==> src/rtl/iqueue_ctrl_pkg.sv <==
// Shared sizing defaults for the vp sequencer instruction queue.
package iqueue_ctrl_pkg;

  localparam int unsigned CoeWidth        = 32;
  localparam int unsigned IqueueDepth     = 16;
  localparam int unsigned CommonBramDelay = 2;

  // Consumers size their credit counters from this value.
  localparam int unsigned IqueueObufDepth = CommonBramDelay + 1;

endpackage

==> src/rtl/iqueue_ctrl_two_port_ram.sv <==
// Simple dual-port RAM: synchronous write on port A and a RD_DELAY-cycle
// read pipeline on port B. Contents are not reset.
module iqueue_ctrl_two_port_ram #(
  parameter int unsigned DWIDTH   = 32,
  parameter int unsigned DEPTH    = 16,
  parameter int unsigned RD_DELAY = 2,
  localparam int unsigned AWIDTH  = $clog2(DEPTH)
) (
  input  logic              i_clk,
  input  logic              i_wea,
  input  logic [AWIDTH-1:0] i_addra,
  input  logic [DWIDTH-1:0] i_dina,
  input  logic              i_enb,
  input  logic [AWIDTH-1:0] i_addrb,
  output logic [DWIDTH-1:0] o_doutb
);

  logic [DWIDTH-1:0] r_mem  [DEPTH];
  logic [DWIDTH-1:0] r_pipe [RD_DELAY];

  always_ff @(posedge i_clk) begin
    if (i_wea) begin
      r_mem[i_addra] <= i_dina;
    end
  end

  always_ff @(posedge i_clk) begin
    if (i_enb) begin
      r_pipe[0] <= r_mem[i_addrb];
    end
    for (int i = 1; i < int'(RD_DELAY); i++) begin
      r_pipe[i] <= r_pipe[i-1];
    end
  end

  assign o_doutb = r_pipe[RD_DELAY-1];

endmodule

==> src/rtl/iqueue_ctrl.sv <==
// Valid/ready FIFO controller around the instruction-queue RAM, with an output
// buffer hiding RAM read latency. `IQUEUE_FLUSH_EN adds the i_flush port.
module iqueue_ctrl
  import iqueue_ctrl_pkg::*;
#(
  parameter int unsigned DWIDTH     = CoeWidth,
  parameter int unsigned DEPTH      = IqueueDepth,
  parameter int unsigned RD_DELAY   = CommonBramDelay,
  localparam int unsigned AWIDTH     = $clog2(DEPTH),
  localparam int unsigned OBUF_DEPTH = RD_DELAY + 1,
  localparam int unsigned CWIDTH     = $clog2(DEPTH + OBUF_DEPTH + 1)
) (
  input  logic              i_clk,
  input  logic              i_rst,
  input  logic              i_in_valid,
  output logic              o_in_ready,
  input  logic [DWIDTH-1:0] i_in_data,
  output logic              o_out_valid,
  input  logic              i_out_ready,
  output logic [DWIDTH-1:0] o_out_data,
`ifdef IQUEUE_FLUSH_EN
  input  logic              i_flush,
`endif
  output logic [CWIDTH-1:0] o_count
);

  localparam int unsigned PW  = AWIDTH + 1;
  localparam int unsigned OPW = $clog2(OBUF_DEPTH);
  localparam int unsigned OCW = $clog2(OBUF_DEPTH + 1);
  localparam int unsigned OW  = OCW + 1;

  logic [PW-1:0]       r_wr_ptr;
  logic [PW-1:0]       r_rd_ptr;
  logic [RD_DELAY-1:0] r_vld_sr;
  logic [DWIDTH-1:0]   r_obuf [OBUF_DEPTH];
  logic [OPW-1:0]      r_obuf_rd;
  logic [OPW-1:0]      r_obuf_wr;
  logic [OCW-1:0]      r_obuf_cnt;
  logic [CWIDTH-1:0]   r_count;

  logic              w_flush;
  logic              w_push;
  logic              w_pop;
  logic              w_issue;
  logic              w_capture;
  logic [PW-1:0]     w_ram_cnt;
  logic [OW-1:0]     w_inflight;
  logic [OW-1:0]     w_obuf_need;
  logic [DWIDTH-1:0] w_doutb;

`ifdef IQUEUE_FLUSH_EN
  assign w_flush = i_flush;
`else
  assign w_flush = 1'b0;
`endif

  // Registered write pointer only: a word written this cycle is read no earlier than next cycle.
  assign w_ram_cnt  = r_wr_ptr - r_rd_ptr;
  assign o_in_ready = (w_ram_cnt != PW'(DEPTH)) & ~i_rst & ~w_flush;
  assign w_push     = i_in_valid & o_in_ready;
  assign o_out_valid = (r_obuf_cnt != '0);
  assign w_pop      = o_out_valid & i_out_ready;
  assign w_capture  = r_vld_sr[RD_DELAY-1];
  assign o_out_data = r_obuf[r_obuf_rd];
  assign o_count    = r_count;

  always_comb begin
    w_inflight = '0;
    for (int i = 0; i < int'(RD_DELAY); i++) begin
      w_inflight = w_inflight + OW'(r_vld_sr[i]);
    end
  end

  // Reserve an obuf slot for every outstanding read so captures never overflow.
  assign w_obuf_need = w_inflight + OW'(r_obuf_cnt) - OW'(w_pop);
  assign w_issue     = (w_ram_cnt != '0) && (w_obuf_need < OW'(OBUF_DEPTH));

  function automatic logic [OPW-1:0] obuf_inc(input logic [OPW-1:0] p);
    return (p == OPW'(OBUF_DEPTH - 1)) ? '0 : p + OPW'(1);
  endfunction

  always_ff @(posedge i_clk) begin
    if (i_rst || w_flush) begin
      r_wr_ptr   <= '0;
      r_rd_ptr   <= '0;
      r_vld_sr   <= '0;
      r_obuf_rd  <= '0;
      r_obuf_wr  <= '0;
      r_obuf_cnt <= '0;
      r_count    <= '0;
      for (int i = 0; i < int'(OBUF_DEPTH); i++) begin
        r_obuf[i] <= '0;
      end
    end else begin
      if (w_push) begin
        r_wr_ptr <= r_wr_ptr + PW'(1);
      end
      if (w_issue) begin
        r_rd_ptr <= r_rd_ptr + PW'(1);
      end
      r_vld_sr <= (r_vld_sr << 1) | RD_DELAY'(w_issue);
      if (w_capture) begin
        r_obuf[r_obuf_wr] <= w_doutb;
        r_obuf_wr         <= obuf_inc(r_obuf_wr);
      end
      if (w_pop) begin
        r_obuf_rd <= obuf_inc(r_obuf_rd);
      end
      case ({w_capture, w_pop})
        2'b10:   r_obuf_cnt <= r_obuf_cnt + OCW'(1);
        2'b01:   r_obuf_cnt <= r_obuf_cnt - OCW'(1);
        default: r_obuf_cnt <= r_obuf_cnt;
      endcase
      case ({w_push, w_pop})
        2'b10:   r_count <= r_count + CWIDTH'(1);
        2'b01:   r_count <= r_count - CWIDTH'(1);
        default: r_count <= r_count;
      endcase
    end
  end

  iqueue_ctrl_two_port_ram #(
    .DWIDTH   (DWIDTH),
    .DEPTH    (DEPTH),
    .RD_DELAY (RD_DELAY)
  ) u_ram (
    .i_clk   (i_clk),
    .i_wea   (w_push),
    .i_addra (r_wr_ptr[AWIDTH-1:0]),
    .i_dina  (i_in_data),
    .i_enb   (w_issue),
    .i_addrb (r_rd_ptr[AWIDTH-1:0]),
    .o_doutb (w_doutb)
  );

  a_obuf_no_overflow : assert property (@(posedge i_clk) disable iff (i_rst)
    !(w_capture && !w_pop && (r_obuf_cnt == OCW'(OBUF_DEPTH))));

endmodule

==> config.mk <==
export PLATFORM = sky130hd
export DESIGN_NAME = iqueue_ctrl
export DESIGN_NICKNAME = d
export VERILOG_FILES = /design/src/rtl/iqueue_ctrl_pkg.sv /design/src/rtl/iqueue_ctrl_two_port_ram.sv /design/src/rtl/iqueue_ctrl.sv
export SDC_FILE = /design/constraint.sdc
export NUM_CORES = 1
export LEC_CHECK = 0
export CORE_MARGIN = 2
export CORE_UTILIZATION = 40
export CTS_CLUSTER_SIZE = 40
export DETAILED_ROUTE_END_ITERATION = 6
export GPL_ROUTABILITY_DRIVEN = 0
export GPL_TIMING_DRIVEN = 0
export PLACE_DENSITY = 0.53
export SLEW_MARGIN = 10
export SYNTH_ARGS = -nofsm -noshare
export SYNTH_HDL_FRONTEND = slang
export SYNTH_SLANG_ARGS = --single-unit
export TNS_END_PERCENT = 20
==> constraint.sdc <==
create_clock -name i_clk -period 7.3 [get_ports i_clk]
set_clock_uncertainty 0.15 [all_clocks]
set_input_delay 1.095 -clock i_clk [delete_from_list [all_inputs] [get_ports i_clk]]
set_output_delay 1.095 -clock i_clk [all_outputs]
set_load 0.02 [all_outputs]
==> results.py, run 1 <==
metrics = {
    "layout": {
        "layout_common_cells": "672 x edfxtp_1, 192 x mux4_2, 96 x and2_1, 81 x clkbuf_16, 73 x clkdlybuf4s50_1",
        "fillers": 5595,
        "stdcell_count": 2413,
        "num-nets-final": 1470,
        "final_common_cell": "edfxtp_1",
        "fin_area_mm2": 0.0329,
        "seq_area_mm2": 0.0214,
        "syn2layout_area_growth_pct": 18.5,
        "layout-drive-gt1-share": 0.259,
        "final_util": 0.479,
        "multiInputGateArea_mm2": 0.00611,
    },
    "clock_tree": {
        "post-cts-setup-buffer-count": 0,
        "cts-resized-gates": 0,
        "postCtsHoldBufs": 0,
        "clk_latency_ns": 0.61,
        "cts_root_buffer": "clkbuf_16",
        "tritoncts": "built",
        "cts.sinks": 733,
        "clock_path_buffers": 3,
        "cts_made_buffers": 78,
        "clk_pin_slew_ns": 0.05,
        "cts_max_level": 3,
    },
    "pwr": {
        "ir_drop_uv": 296,
        "power_mw": 11.8,
        "powerDensity_mw_per_mm2": 360,
        "p_leak_nw": 10.4,
    },
    "sta": {
        "hold_violations": 0,
        "holdWs_ns": 0.189,
        "setup_ws_ns": 2.95,
        "relSlewSlack": 0.255,
        "period_needed_ns": 4.35,
        "worst-slew-pin-transition_ns": 1.11,
        "period_share": 0.595,
        "max_freq_ghz": 0.230,
        "setup_violations": 0,
        "slew_violations": 0,
        "fin_setup_tns_ns": 0,
        "rsz0062_at_grt": "false",
    },
    "setup_path": {
        "path_cells": "clkbuf_1 -> clkbuf_1 -> clkbuf_1 -> nor2_1 -> clkdlybuf4s50_1",
        "slowest_stage": "clkbuf_1",
        "endpoint_kind": "output port",
        "critPathArrivalTime_ns": 3.10,
        "crit_fanout": 10,
        "crit_type": "in -> out",
        "crit_top_cell": "clkbuf_1",
        "cp-start-kind": "input pin",
        "required_ns": 6.05,
        "max_stage_delay_ns": 0.57,
    },
    "global_route": {
        "grt.total_usage": 0.172,
        "grt_max_degree": 33,
        "grt_pass1_vias": 13122,
        "grt_pass1_wl_um": 87900,
        "antenna_found_initial": 4,
        "gr-total-overflow": 0,
    },
    "route": {
        "drt-initial-drc-count": 972,
        "wl_um": 59600,
        "via_per_inst": 5.21,
        "vias": 12572,
        "drc_errors": 0,
        "final_antenna_net_count": 0,
        "drtPass1Iterations": 4,
        "wl_per_cell_um": 24.7,
    },
    "placed_design": {
        "place_area_mm2": 0.0302,
        "dp_slack_ns": 2.58,
        "dp_hpwl_um": 37100,
        "port_buffers": 73,
        "place_inst": 2269,
    },
    "yosys": {
        "yosys-top-cells-area": "edfxtp_1 73%, mux4_2 16%, dfxtp_1 4.4%",
        "synth_top_area_frac": 0.727,
        "synth_enable_flop_cells": 672,
        "synth_area_per_cell_um2": 22.3,
        "ys_warn_count": 0,
        "synth_ff_type": "edfxtp_1",
        "synth_top_cell_by_area": "edfxtp_1",
        "synth_seq_cells": 733,
        "synth_nets": 1297,
        "synthCells": 1245,
        "yosysSeqAreaShare": 0.771,
        "synth_cell_types": 50,
        "async_reset_ff_frac": 0,
        "synth_area_mm2": 0.0277,
    },
    "min_path": {
        "hold_class": "reg -> reg",
    },
    "floorplanning": {
        "die-area_mm2": 0.0715,
        "start_util": 0.405,
        "io_pins": 75,
        "rows": 96,
        "die_w_um": 267,
        "die_h_um": 267,
        "core_mm2": 0.0686,
    },
    "outcome": {
        "status": "complete, no violations",
    },
    "job": {
        "maxCapViolCount": 0,
    },
}
-- critical path, delay by kind of cell --
| kind | cells | cell delay [ns] |
|---|---|---|
| buffers and inverters | 4 | 1.89 |
| AND/OR/NAND/NOR | 1 | 0.11 |
-- state kept, by name (all words and copies together), names as in the netlist, named ones only --
name and flops:
r_rd_ptr 5, r_obuf_rd 2, u_ram.r_mem 512, r_obuf 128, o_count 5, u_ram.r_pipe 64, r_obuf_wr 2, r_vld_sr 2
r_obuf_cnt 2, r_wr_ptr 5
-- worst paths after layout --
kind / start / end / slack (ns) / depth (start not counted)
setup / recovery: i_rst / o_in_ready / 2.95 / 5
hold reg to reg: u_ram.r_pipe[0][12] / u_ram.r_pipe[0][44] / 0.19 / 0
hold / removal: u_ram.r_pipe[0][12] / u_ram.r_pipe[0][44] / 0.19 / 0
setup reg to reg: r_rd_ptr[1] / o_count[4] / 3.13 / 18
-- routing by layer --
metal | global-route usage | up-vias | share of wire
met5 | 0 | - | 0.00034
met4 | 0.0513 | 4 | 0.018
met3 | 0.0318 | 84 | 0.046
met2 | 0.283 | 247 | 0.49
met1 | 0.234 | 6755 | 0.44
li1 | - | 5482 | -
-- power breakdown --
group | switching [mW] | internal, mW | leakage, nW
clock network | 1.60 | 2.45 | 1.30
logic | 1.35 | 1.15 | 2.36
registers | 0.194 | 5.09 | 6.71
total | 3.15 | 8.69 | 10.4
-- cell families after synthesis --
family,after synthesis,share of synthesized area
muxes,194,0.157
and+or+nand+nor,179,0.0377
xor gates and xnor gates,12,0.00406
DFF,733,0.771
buffers and inverters,70,0.0132
adders and majority gates,16,0.00776
AOI/OAI and AO/OA,41,0.00942
-- layout make-up --
| cell class | count | share of cell area |
|---|---|---|
| diodes | 1 | 0.0000761 |
| plain buffers | 57 | 0.00971 |
| clock buffers | 94 | 0.0641 |
| clock inverters | 49 | 0.0163 |
| inverters | 13 | 0.00148 |
| multi-input cells | 442 | 0.186 |
| flip-flops and latches | 733 | 0.651 |
| well taps | 931 | 0.0354 |
| repair buffers | 93 | 0.0358 |
-- cell usage after synthesis, types with 2 or more instances --
| cell type | instances |
|---|---|
| xnor2_1 | 5 |
| nand2_1 | 7 |
| or2_2 | 4 |
| or4_1 | 2 |
| o31ai_1 | 2 |
| and2_1 | 96 |
| nor2b_1 | 2 |
| mux2i_1 | 2 |
| nor2_1 | 30 |
| a211oi_1 | 2 |
| inv_1 | 13 |
| nor3_1 | 4 |
| or3_1 | 6 |
| xor2_1 | 6 |
| o21ai_0 | 2 |
| nor4bb_1 | 2 |
| nor4_1 | 2 |
| or3b_1 | 2 |
| nand3b_1 | 2 |
| a21oi_1 | 21 |
| buf_6 | 11 |
| o21ai_1 | 6 |
| buf_2 | 5 |
| buf_1 | 7 |
| mux4_2 | 192 |
| nand2b_1 | 5 |
| clkbuf_1 | 30 |
| fa_1 | 2 |
| dfxtp_1 | 61 |
| ha_1 | 14 |
| edfxtp_1 | 672 |
| nand3_1 | 7 |
| buf_4 | 4 |
Power figures use the tool's default switching activity.
==> run 2, diff against run 1 <==
--- a/config.mk
+++ b/config.mk
@@ -11,7 +11,7 @@
 export DETAILED_ROUTE_END_ITERATION = 6
 export GPL_ROUTABILITY_DRIVEN = 0
 export GPL_TIMING_DRIVEN = 0
-export PLACE_DENSITY = 0.53
+export PLACE_DENSITY = 0.55
 export SLEW_MARGIN = 10
 export SYNTH_ARGS = -nofsm -noshare
 export SYNTH_HDL_FRONTEND = slang
==> constraint.sdc (replaced) <==
create_clock -name i_clk -period 3.85 [get_ports i_clk]
set_clock_uncertainty 0.15 [all_clocks]
set_input_delay 0.5775 -clock i_clk [delete_from_list [all_inputs] [get_ports i_clk]]
set_output_delay 0.5775 -clock i_clk [all_outputs]
set_load 0.02 [all_outputs]
==> run 2 against run 1 <==
  * Core utilization is 0.30 points lower
  * Worst setup slack worse by 2.7 ns
  * Flip-flop and latch count stayed put
  * Design area is 0.63% lower
  * First-iteration DRC count is 2.1% higher
  * Critical path depth is 12 higher
  * Sequential share of layout area is 0.43 points higher
  * Clock power is 73% higher
  * Global-route usage is 0.35 points lower
  * Power is 84% higher
  * Critical path type is now reg -> reg
  * Largest cell class unchanged
  * Largest power group unchanged
==> results.py, run 2 (same netlist as run 1, synthesis figures left out) <==
metrics = {
    "global_route": {
        "antenna_found_initial": 6,
        "use_met1": 0.230,
        "met3_usage": 0.0303,
        "grt_pass1_vias": 13097,
        "gr-usage-met2": 0.276,
        "grt_pass1_wl_um": 86700,
        "grt_max_degree": 33,
        "gr-total-overflow": 0,
        "grt.total_usage": 0.168,
        "grt.busiest_layer": "met2",
    },
    "layout": {
        "layout_common_cells": "672 x edfxtp_1, 192 x mux4_2, 96 x and2_1, 77 x clkbuf_16, 73 x clkdlybuf4s50_1",
        "layout-drive-gt1-share": 0.260,
        "multiInputGateArea_mm2": 0.00616,
        "final_common_cell": "edfxtp_1",
        "largest_reg_flops": 512,
        "syn2layout_area_growth_pct": 17.7,
        "fillers": 5647,
        "seq_area_mm2": 0.0214,
        "final_util": 0.476,
        "top_register": "u_ram.r_mem",
        "num-nets-final": 1473,
        "largestRegisters": "u_ram.r_mem: 512 flops, r_obuf: 128 flops, u_ram.r_pipe: 64 flops",
    },
    "floorplanning": {
        "die_h_um": 267,
        "rows": 96,
        "io_pins": 75,
        "die-area_mm2": 0.0715,
        "start_util": 0.405,
        "core_mm2": 0.0686,
        "die_w_um": 267,
    },
    "setup_path": {
        "r2r-start": "r_wr_ptr[0]",
        "crit_type": "reg -> reg",
        "reg2reg_depth": 17,
        "cp-start-kind": "register",
        "startpoint": "r_wr_ptr[0]",
        "r2r_setup_slack_ns": 0.23,
        "required_ns": 4.18,
        "crit_fanout": 5,
        "critPathArrivalTime_ns": 3.95,
        "timing.rr.end": "o_count[4]",
        "endpoint_kind": "register",
    },
    "sta": {
        "rsz0062_at_grt": "false",
        "setup_ws_ns": 0.226,
        "slew_violations": 0,
        "hold_violations": 0,
        "max_freq_ghz": 0.276,
        "relSlewSlack": 0.205,
        "period_needed_ns": 3.62,
        "period_share": 0.941,
        "worst-slew-pin-transition_ns": 1.18,
        "setup_violations": 0,
    },
    "clock_tree": {
        "cts_max_level": 3,
        "tritoncts": "built",
        "cts.sinks": 733,
        "clock_path_buffers": 3,
        "clk_latency_ns": 0.61,
        "cts_made_buffers": 76,
        "clk_pin_slew_ns": 0.06,
        "cts_root_buffer": "clkbuf_16",
        "postCtsHoldBufs": 0,
    },
    "min_path": {
        "min_from": "u_ram.r_pipe[0][15]",
        "holdPathStages": 0,
        "holdPathEnd": "u_ram.r_pipe[0][47]",
        "hold_class": "reg -> reg",
    },
    "placed_design": {
        "dp_slack_ns": -0.358,
        "dp_hpwl_um": 36300,
        "port_buffers": 73,
    },
    "route": {
        "drt-initial-drc-count": 992,
        "drc_errors": 0,
        "wl_um": 58400,
        "drtPass1Iterations": 5,
        "vias": 12543,
        "wl_per_cell_um": 24.2,
        "via_per_inst": 5.20,
        "final_antenna_net_count": 0,
    },
    "outcome": {
        "status": "complete, no violations",
    },
    "pwr": {
        "powerDensity_mw_per_mm2": 667,
        "p_leak_nw": 10.3,
        "ir_drop_uv": 565,
        "power_mw": 21.8,
    },
    "job": {
        "maxCapViolCount": 0,
    },
}
==> run 2: changes by cell type in the layout (fill, tap and decap cells not counted), moves of 4 or more <==
| cell | delta |
|---|---|
| a21oi_2 | +4 |
| a21oi_1 | -4 |
| buf_4 | +6 |
| bufinv_16 | -7 |
| clkbuf_1 | +11 |
| buf_16 | -4 |
| clkinv_1 | -4 |
| clkbuf_16 | -4 |
==> run 2: per-stage QoR <==
stage | hold WS [ns] | setup TNS, ns | cell area [µm²] | std cells
2_1_floorplan | 0.173 | 0 | 27700 | 1245
3_3_place_gp | 0.174 | -931.52 | 29600 | 2249
3_5_place_dp | 0.177 | -0.540 | 30200 | 2268
4_1_cts | 0.170 | 0 | 32600 | 2406
5_1_grt | 0.170 | 0 | 32700 | 2412
6_report | 0.175 | 0 | 32700 | 2413
==> run 2: where the power goes <==
group | total [mW] | switching (mW) | internal (mW)
Clock | 7.02 | 2.95 | 4.08
Combinational | 4.81 | 2.60 | 2.21
Sequential | 9.96 | 0.312 | 9.65
==> run 2: layer usage <==
layer	up-vias	share of wire	wire (µm)
li1	5492	-	-
met2	274	0.50	29000
met4	4	0.019	1080
met3	74	0.045	2610
met1	6699	0.44	25800
met5	-	0.00034	20
==> run 2: worst max path at each step <==
| stage | to | slack, ns |
|---|---|---|
| 6_report | o_count[4] | 0.23 |
| 5_1_grt | o_count[4] | 0.02 |
| 4_1_cts | o_count[4] | 0.01 |
| 3_3_place_gp | u_ram.r_mem[1][14] | -2.08 |
| 3_5_place_dp | o_count[4] | -0.36 |
| 2_1_floorplan | u_ram.r_mem[1][0] | 0.07 |
==> run 2: repair_timing <==
item	CTS	global route
gates cloned	0	0
gates resized for setup	7	7
endpoints found under the setup margin	1	1
pin swaps	1	3
setup buffers	2	5
==> run 2: critical path, stage by stage, from the launching register on <==
cell	delay (ns)
dfxtp_2	0.36
inv_1	0.11
ha_1	0.24
nor2b_2	0.17
o211ai_2	0.14
and3_4	0.21
o41ai_4	0.37
buf_6	0.15
or2_4	0.12
ha_4	0.16
xor2_1	0.07
ha_2	0.20
or3b_2	0.45
a21oi_2	0.15
o21bai_1	0.09
a21oi_2	0.17
xnor2_1	0.13
nor2_1	0.05
==> run 2: layout make-up <==
cell class | instances | area share
Sequential cell | 733 | 0.655
Multi-Input combinational cell | 442 | 0.188
Antenna cell | 2 | 0.000153
Buffer | 56 | 0.00973
Clock buffer | 104 | 0.0639
Inverter | 13 | 0.00149
Clock inverter | 33 | 0.00904
Tap cell | 931 | 0.0357
Timing Repair Buffer | 99 | 0.0361
